[src/rtl/mux_pkg.sv]
// Shared constants and helpers for the N:1 streaming multiplexer.
package mux_pkg;

    localparam int MODE_SEL = 0;
    localparam int MODE_RR  = 1;

    function automatic int clog2(input int n);
        int r;
        r = 0;
        for (int i = 0; i < 32; i++) begin
            if ((1 << r) < n) r++;
        end
        return r;
    endfunction

endpackage

[src/rtl/rr_arbiter.sv]
// Combinational round-robin arbiter: first requester at or after ptr wins.
module rr_arbiter
    import mux_pkg::*;
#(
    parameter int N  = 4,
    parameter int IW = clog2(N)
) (
    input  logic [N-1:0]  req,
    input  logic [IW-1:0] ptr,
    output logic [N-1:0]  grant,
    output logic [IW-1:0] grant_idx,
    output logic          grant_any
);

    int idx;

    always_comb begin
        grant     = '0;
        grant_idx = '0;
        grant_any = 1'b0;
        idx       = 0;
        for (int k = 0; k < N; k++) begin
            idx = (int'(ptr) + k) % N;
            if (!grant_any && req[idx]) begin
                grant_any  = 1'b1;
                grant[idx] = 1'b1;
                grant_idx  = IW'(idx);
            end
        end
    end

endmodule

[src/rtl/stream_mux_n.sv]
// N:1 W-bit valid/ready stream mux with one registered output stage,
// selecting either by external sel or by round-robin arbitration.
module stream_mux_n
    import mux_pkg::*;
#(
    parameter int WIDTH = 8,
    parameter int N_IN  = 4,
    parameter int SEL_W = clog2(N_IN),
    parameter int MODE  = MODE_SEL
) (
    input  logic                  clk,
    input  logic                  rst,
    input  logic [N_IN*WIDTH-1:0] in_data,
    input  logic [N_IN-1:0]       in_valid,
    output logic [N_IN-1:0]       in_ready,
    input  logic [SEL_W-1:0]      sel,
    output logic [WIDTH-1:0]      out_data,
    output logic                  out_valid,
    input  logic                  out_ready,
    output logic [SEL_W-1:0]      out_src
);

    logic [WIDTH-1:0] ch_data [N_IN];
    logic [WIDTH-1:0] out_data_q, out_data_d;
    logic             out_valid_q, out_valid_d;
    logic [SEL_W-1:0] out_src_q, out_src_d;
    logic [SEL_W-1:0] ptr_q, ptr_d;

    logic [N_IN-1:0]  rr_grant;
    logic [SEL_W-1:0] rr_idx;
    logic             rr_any;

    logic             can_load;
    logic             pick_ok;
    logic [SEL_W-1:0] pick_idx;
    logic             xfer;

    for (genvar g = 0; g < N_IN; g++) begin : g_slice
        assign ch_data[g] = in_data[g*WIDTH +: WIDTH];
    end

    if (MODE == MODE_RR) begin : g_rr
        rr_arbiter #(.N(N_IN), .IW(SEL_W)) u_arb (
            .req       (in_valid),
            .ptr       (ptr_q),
            .grant     (rr_grant),
            .grant_idx (rr_idx),
            .grant_any (rr_any)
        );
    end else begin : g_no_rr
        assign rr_grant = '0;
        assign rr_idx   = '0;
        assign rr_any   = 1'b0;
    end

    assign can_load = ~out_valid_q | out_ready;

    // in_ready depends only on sel/grant and output state, never on data
    always_comb begin
        in_ready = '0;
        pick_idx = '0;
        pick_ok  = 1'b0;
        if (MODE == MODE_RR) begin
            pick_ok  = rr_any;
            pick_idx = rr_idx;
            in_ready = rr_grant & {N_IN{can_load}};
        end else begin
            pick_ok  = int'(sel) < N_IN;
            pick_idx = sel;
            if (pick_ok) in_ready[sel] = can_load;
        end
    end

    assign xfer = can_load & pick_ok & in_valid[pick_idx];

    always_comb begin
        out_data_d  = out_data_q;
        out_src_d   = out_src_q;
        out_valid_d = out_valid_q;
        ptr_d       = ptr_q;
        if (xfer) begin
            out_data_d  = ch_data[pick_idx];
            out_src_d   = pick_idx;
            out_valid_d = 1'b1;
            if (MODE == MODE_RR) begin
                if (int'(pick_idx) == N_IN - 1) ptr_d = '0;
                else                            ptr_d = pick_idx + 1'b1;
            end
        end else if (out_ready) begin
            out_valid_d = 1'b0;
        end
    end

    always_ff @(posedge clk) begin
        if (rst) begin
            out_data_q  <= '0;
            out_src_q   <= '0;
            out_valid_q <= 1'b0;
            ptr_q       <= '0;
        end else begin
            out_data_q  <= out_data_d;
            out_src_q   <= out_src_d;
            out_valid_q <= out_valid_d;
            ptr_q       <= ptr_d;
        end
    end

    assign out_data  = out_data_q;
    assign out_src   = out_src_q;
    assign out_valid = out_valid_q;

endmodule

[config.mk]
export PLATFORM = sky130hd
export DESIGN_NAME = stream_mux_n
export DESIGN_NICKNAME = d
export VERILOG_FILES = /design/src/rtl/mux_pkg.sv /design/src/rtl/rr_arbiter.sv /design/src/rtl/stream_mux_n.sv
export SDC_FILE = /design/constraint.sdc
export NUM_CORES = 1
export LEC_CHECK = 0
export CAP_MARGIN = 20
export CORE_MARGIN = 10
export CORE_UTILIZATION = 25
export DETAILED_ROUTE_END_ITERATION = 6
export PLACE_DENSITY = 0.72
export SLEW_MARGIN = 20
export SYNTH_ARGS = -nofsm -noshare
export SYNTH_HDL_FRONTEND = slang
export SYNTH_SLANG_ARGS = --single-unit
[constraint.sdc]
create_clock -name clk -period 1.5 [get_ports clk]
set_input_delay 0.3 -clock clk [delete_from_list [all_inputs] [get_ports clk]]
set_output_delay 0.3 -clock clk [all_outputs]
set_load 0.1 [all_outputs]
==> results of run 1 <==
logic make-up after synthesis:
| kind of cell | count (synthesis) | share of synthesized area |
|---|---|---|
| mux | 11 | 0.3069 |
| buf+inv | 6 | 0.06551 |
| compound gates | 20 | 0.1431 |
| flops | 11 | 0.3034 |
| simple gates | 21 | 0.1811 |
flip-flops by register name, summed over array words and instances (netlist names):
| name | flops |
|---|---|
| out_valid | 1 |
| out_src | 2 |
| out_data | 8 |
synthesized netlist by cell type, drive strengths merged, types with 2 or more instances:
master  instances
a21oi          11
buf             5
dfxtp          11
mux2i           2
mux4            8
nand3           9
nor2            2
nor3            2
nor3b           2
o21ai           9
final cells by class:
class	instances	area [um2]	share of cell area
well taps	31	38.79	0.02341
flip-flops and latches	11	224.0	0.1352
clock buffers	4	26.28	0.01586
multi-input cells	52	510.5	0.3082
repair buffers	73	857.1	0.5174
worst max-delay path by stage:
stage / startpoint / endpoint / slack (ps) / cells past startpoint
finish: out_valid / in_ready[0] / -50 / 4
global route: out_valid / in_ready[0] / -90 / 4
CTS: out_valid / in_ready[0] / -100 / 4
detailed placement: sel[1] / out_data[1] / -450 / 5
global placement: sel[1] / in_ready[2] / -340 / 4
floorplan: out_valid / in_ready[2] / -330 / 2
power by group through the flow:
stage                     combinational [W]  clock (W)  sequential [W]
after CTS                          0.000677   0.000203        0.000343
after global placement             0.000644          0        0.000352
after global routing               0.000715   0.000218        0.000346
after floorplan                    0.000194          0        0.000515
after detailed placement           0.000657          0        0.000352
final                              0.000682   0.000199        0.000343
worst register-to-register path, stage by stage, from the launching register on:
cell	delay, ps
dfxtp_4	350
and2b_4	180
buf_4	140
or3_4	430
a21oi_2	170
nor2_1	50
per-stage QoR:
stage	setup TNS (ps)	setup slack (ps)	area (um2)	std cells	hold slack [ps]
2_1_floorplan	-549.4	-330.0	763.2	69	369.1
4_1_cts	-110.6	-103.3	1640	171	508.0
6_report	-48.64	-48.64	1657	171	505.3
3_3_place_gp	-4352	-341.8	1550	160	491.8
3_5_place_dp	-5530	-448.5	1550	160	499.1
5_1_grt	-199.3	-92.33	1657	171	536.4
layer usage:
layer,vias to the layer above,wire length [um],global-route usage
met3,4,198,0.03365
met1,403,997,0.1002
li1,410,-,-
met2,31,1599,0.2027
met5,-,0,0
met4,0,47,0.04969
what timing repair did:
item                                    in CTS  in global routing
cloned                                       1                  0
endpoints found under the setup margin      14                 12
hold endpoints to repair                     0                  0
gates resized for setup                      8                  6
pin swaps                                    2                  6
buffers inserted                             6                  0
hold buffers                                 0                  0
==> flow_metrics.py, run 1 <==
metrics = {
    "run_status": {
        "status": "complete, but fails checks",
        "violations": "negative setup slack",
    },
    "sta": {
        "max_freq_mhz": 645.7,
        "relSlewSlack": 0.7272,
        "fin_crit_ps": 1549,
        "setup_violations": 1,
        "period_share": 1.032,
        "finalClockSkew_ps": 6.570,
        "final_hold_viol_count": 0,
        "slew_viol_final": 0,
        "rsz0062_at_grt": "yes",
        "fin_ws_ps": -48.64,
        "worst_pin_slew_ps": 408.0,
    },
    "cts": {
        "clk_path_buf_depth": 2,
        "numCtsBuffers": 3,
        "htree_levels": 1,
        "cts_tree": "done",
        "clk_pin_slew_ps": 70,
        "cts-root-buf": "clkbuf_4",
        "cts_sinks": 11,
        "clock_latency_ps": 270,
    },
    "global_route": {
        "grt_usage": 0.1068,
        "grt_pass1_vias": 1055,
        "grt_max_degree": 12,
        "antenna_found_initial": 0,
        "grt_pass1_wl_mm": 4.588,
        "gr-total-overflow": 0,
    },
    "final_layout": {
        "layout_commonest_cell": "clkdlybuf4s50_1",
        "layout_common_cells": "clkdlybuf4s50_1 (37), buf_12 (16), buf_4 (11)",
        "nNetsFinal": 182,
        "layout-drive-gt1-share": 0.4071,
        "fillCellCount": 219,
        "diodes": 0,
        "postLayoutCoreUtil": 0.6007,
        "synthToLayoutAreaGrowth_pct": 128.3,
    },
    "placement": {
        "gp_congestion": 0.7151,
        "dp_hpwl_mm": 2.415,
        "port_buffers": 55,
    },
    "worst_setup_path": {
        "crit_fanout": 3,
        "critPathCaptureType": "primary output",
        "crit_arrival_ps": 1250,
        "worst_setup_path_start_kind": "flop",
        "crit_family": "flip-flops",
        "r2r_slack_ps": 60,
        "crit_path_max_incr_delay_ps": 350,
        "critical_path_buf_inv_count": 2,
        "path_cells": "and2b_4 -> buf_6 -> nor3_4 -> buf_12",
        "timing.rr.end": "out_src[0]",
        "r2r_cells": 5,
        "regToRegStartpoint": "out_valid",
        "cpMaxStageDelayCell": "dfxtp_4",
        "critical_path_required_ps": 1200,
        "crit_type": "flop to primary output",
    },
    "die": {
        "initial_utilization": 0.2632,
        "die_w_um": 73.88,
        "die_y_um": 73.88,
        "dieArea_um2": 5458,
        "coreArea_um2": 2758,
        "io_pins": 56,
        "core.rowCount": 19,
    },
    "hold_path": {
        "min_path_cells": 2,
        "worstHoldStart": "out_data[7]",
        "hold_path_end": "out_data[7]",
        "hold_class": "flop to flop",
    },
    "power": {
        "p_sw_w": 0.0004789,
        "p_int_w": 0.0007456,
        "combinationalPowerShare": 0.557,
        "ir_worst_vdd_uv": 496.5,
        "seqPwrFrac": 0.280,
        "p_clk_frac": 0.163,
        "finalPower_w": 0.001225,
        "swShare": 0.3911,
        "powerDensity_nw_per_um2": 739.2,
        "p_leak_nw": 0.6384,
    },
    "routing": {
        "dr_total_vias": 848,
        "drt-pass1-iter-count": 4,
        "ant_nets": 0,
        "wl_per_cell_um": 16.63,
        "drc_errors": 0,
        "drt_iter0_drc": 30,
        "postRouteWirelength_mm": 2.843,
        "vias_per_cell": 4.959,
    },
    "synth": {
        "yosysWarnings": 0,
        "syn_nets": 110,
        "avgSynthCellArea_um2": 10.52,
        "async_flop_share": 0,
        "ys_seq_area_frac": 0.3034,
        "synth_cell_type_count": 24,
        "synthCells": 69,
        "synth_area_leaders": "dfxtp_1 (30%), mux4_2 (19%), mux4_1 (7.2%), a21oi_1 (6.9%), nand3_1 (6.2%)",
        "synth_ff_type": "dfxtp_1",
        "syn-cell-area_um2": 725.7,
        "yosysTopAreaCell": "dfxtp_1",
        "yosysTopAreaCellShare": 0.3034,
        "ys_ff_latch": 11,
        "synth_edf_count": 0,
    },
    "flow_run": {
        "maxCapViolCount": 0,
    },
}
Power figures use the tool's default switching activity.
==> run 2, diff against run 1 <==
--- a/config.mk
+++ b/config.mk
@@ -5,10 +5,11 @@
 export SDC_FILE = /design/constraint.sdc
 export NUM_CORES = 1
 export LEC_CHECK = 0
-export CAP_MARGIN = 20
 export CORE_MARGIN = 10
 export CORE_UTILIZATION = 25
+export CTS_CLUSTER_SIZE = 12
 export DETAILED_ROUTE_END_ITERATION = 6
+export HOLD_SLACK_MARGIN = 0.15
 export PLACE_DENSITY = 0.72
 export SLEW_MARGIN = 20
 export SYNTH_ARGS = -nofsm -noshare
==> results of run 2 <==
Final layout, timing and power as in run 1 (identical DEF).
==> run 3, diff against run 2 <==
--- a/config.mk
+++ b/config.mk
@@ -6,11 +6,11 @@
 export NUM_CORES = 1
 export LEC_CHECK = 0
 export CORE_MARGIN = 10
-export CORE_UTILIZATION = 25
+export CORE_UTILIZATION = 33
 export CTS_CLUSTER_SIZE = 12
 export DETAILED_ROUTE_END_ITERATION = 6
 export HOLD_SLACK_MARGIN = 0.15
-export PLACE_DENSITY = 0.72
+export PLACE_DENSITY = 0.89
 export SLEW_MARGIN = 20
 export SYNTH_ARGS = -nofsm -noshare
 export SYNTH_HDL_FRONTEND = slang
==> run 3 against run 2 <==
Against the previous run: the run still ends with negative setup slack left; utilization rose by 23 points; non-clock buffer count rose by 1; die area fell by 18%; clock power rose by 10%; largest cell class unchanged; highest routed layer unchanged.
==> flow_metrics.py, run 3 (synthesis gave the netlist of run 1 again) <==
metrics = {
    "run_status": {
        "status": "complete, but fails checks",
        "violations": "negative setup slack",
    },
    "hold_path": {
        "hold_class": "flop to flop",
        "hold_path_end": "out_data[5]",
        "min_path_cells": 2,
        "worstHoldStart": "out_data[5]",
    },
    "die": {
        "die_y_um": 66.90,
        "dieArea_um2": 4475,
        "initial_utilization": 0.3589,
        "coreArea_um2": 2022,
        "die_w_um": 66.90,
        "core.rowCount": 16,
        "io_pins": 56,
    },
    "worst_setup_path": {
        "critPathCaptureType": "primary output",
        "crit_arrival_ps": 1290,
        "r2r_slack_ps": 20,
        "crit_type": "flop to primary output",
        "timing.rr.end": "out_data[1]",
        "worst_setup_path_start_kind": "flop",
        "r2r_cells": 4,
        "crit_fanout": 5,
        "critical_path_required_ps": 1200,
        "regToRegStartpoint": "out_valid",
    },
    "cts": {
        "clk_path_buf_depth": 2,
        "clk_pin_slew_ps": 80,
        "cts_hold_buf": 0,
        "cts_sinks": 11,
        "clock_latency_ps": 280,
        "cts_tree": "done",
        "htree_levels": 1,
        "numCtsBuffers": 3,
        "cts-root-buf": "clkbuf_4",
    },
    "global_route": {
        "grt_max_degree": 12,
        "antenna_found_initial": 0,
        "grt_pass1_wl_mm": 5.126,
        "grt_usage": 0.1484,
        "grt_pass1_vias": 979,
        "gr-total-overflow": 0,
    },
    "power": {
        "combinationalPowerShare": 0.552,
        "p_int_w": 0.0007488,
        "p_clk_frac": 0.174,
        "ir_worst_vdd_uv": 605.2,
        "finalPower_w": 0.001262,
        "swShare": 0.4067,
        "p_leak_nw": 0.6488,
        "seqPwrFrac": 0.274,
        "powerDensity_nw_per_um2": 751.7,
        "p_sw_w": 0.0005134,
    },
    "final_layout": {
        "layout_common_cells": "clkdlybuf4s50_1 (37), buf_12 (19), buf_4 (14)",
        "nNetsFinal": 183,
        "layout_commonest_cell": "clkdlybuf4s50_1",
        "diodes": 0,
        "synthToLayoutAreaGrowth_pct": 131.4,
        "largest_reg_flops": 8,
        "fin_cells": 168,
        "layout-drive-gt1-share": 0.3901,
        "postLayoutCoreUtil": 0.8304,
    },
    "placement": {
        "pre_cts_ws_ps": -574.2,
        "gp_congestion": 0.8104,
        "place_inst": 152,
        "dp_hpwl_mm": 2.530,
        "port_buffers": 55,
    },
    "sta": {
        "fin_crit_ps": 1595,
        "finalClockSkew_ps": 0.9368,
        "setup_violations": 2,
        "rsz0062_at_grt": "yes",
        "relSlewSlack": 0.7355,
        "slew_viol_final": 0,
        "period_share": 1.063,
        "final_hold_viol_count": 0,
        "max_freq_mhz": 627.0,
        "whs_ps": 516.6,
        "fin_ws_ps": -94.93,
        "worst_pin_slew_ps": 395.5,
    },
    "routing": {
        "drc_errors": 0,
        "postRouteWirelength_mm": 3.272,
        "ant_nets": 0,
        "dr_total_vias": 876,
        "drt-pass1-iter-count": 4,
        "wl_per_cell_um": 19.48,
        "drt_iter0_drc": 31,
        "vias_per_cell": 5.214,
    },
    "flow_run": {
        "maxCapViolCount": 0,
    },
}
[run 3: cell count changes in the layout (fill, tap and decap cells not counted), sizes merged]
| cell | before | now |
|---|---|---|
| clkinv | 0 | 1 |
| buf | 33 | 34 |
| dlygate4sd2 | 2 | 1 |
| clkdlybuf4s15 | 0 | 2 |
| clkbuf | 5 | 3 |
[run 3: what timing repair did]
item,4_1_cts,5_1_grt
resized for setup,6,1
setup buffers,6,6
pin swaps,2,1
setup endpoints to repair,14,13
[run 3: worst max path at each step]
stage / start / to / slack (ps) / depth (start not counted)
after global routing: out_valid / in_ready[2] / -130 / 3
after CTS: out_valid / in_ready[2] / -80 / 3
after global placement: out_ready / out_src[0] / -350 / 5
after floorplan: out_valid / in_ready[2] / -330 / 2
after detailed placement: sel[1] / out_data[1] / -570 / 6
final: out_valid / in_ready[2] / -90 / 3
[run 3: final cells by class]
cell class	count	area, um2
multi-input combinational	52	498.0
sequential	11	224.0
clock buffer	3	22.52
fill	122	342.8
timing repair buffer	74	895.9
tap	27	33.78
clock inverter	1	5.005
[run 3: power groups by stage]
stage | registers, W | logic (W) | clock network [W]
after floorplan | 0.000515 | 0.000194 | 0
after global placement | 0.000350 | 0.000635 | 0
after detailed placement | 0.000353 | 0.000652 | 0
final | 0.000346 | 0.000697 | 0.000219
after CTS | 0.000345 | 0.000670 | 0.000217
after global routing | 0.000347 | 0.000726 | 0.000230
[run 3: worst max-delay path, cell delays in order (launching register included)]
cell	delay, ps
dfxtp_4	350
and2b_4	200
nor3b_4	240
buf_12	210
[run 3: metrics by stage]
stage	area [um2]	TNS, ps
global placement	1528	-4479
global route	1679	-375.3
detailed placement	1528	-6128
floorplan	763.2	-549.4
CTS	1608	-82.71
finish	1679	-134.5
[run 3: per-layer routing]
layer | wire [um] | vias up | track usage | part of all wire
met4 | 34 | 0 | 0.05385 | 0.010
li1 | - | 411 | - | -
met1 | 1159 | 410 | 0.1443 | 0.35
met5 | 0 | - | 0 | 0
met3 | 416 | 2 | 0.07023 | 0.13
met2 | 1661 | 53 | 0.2666 | 0.51
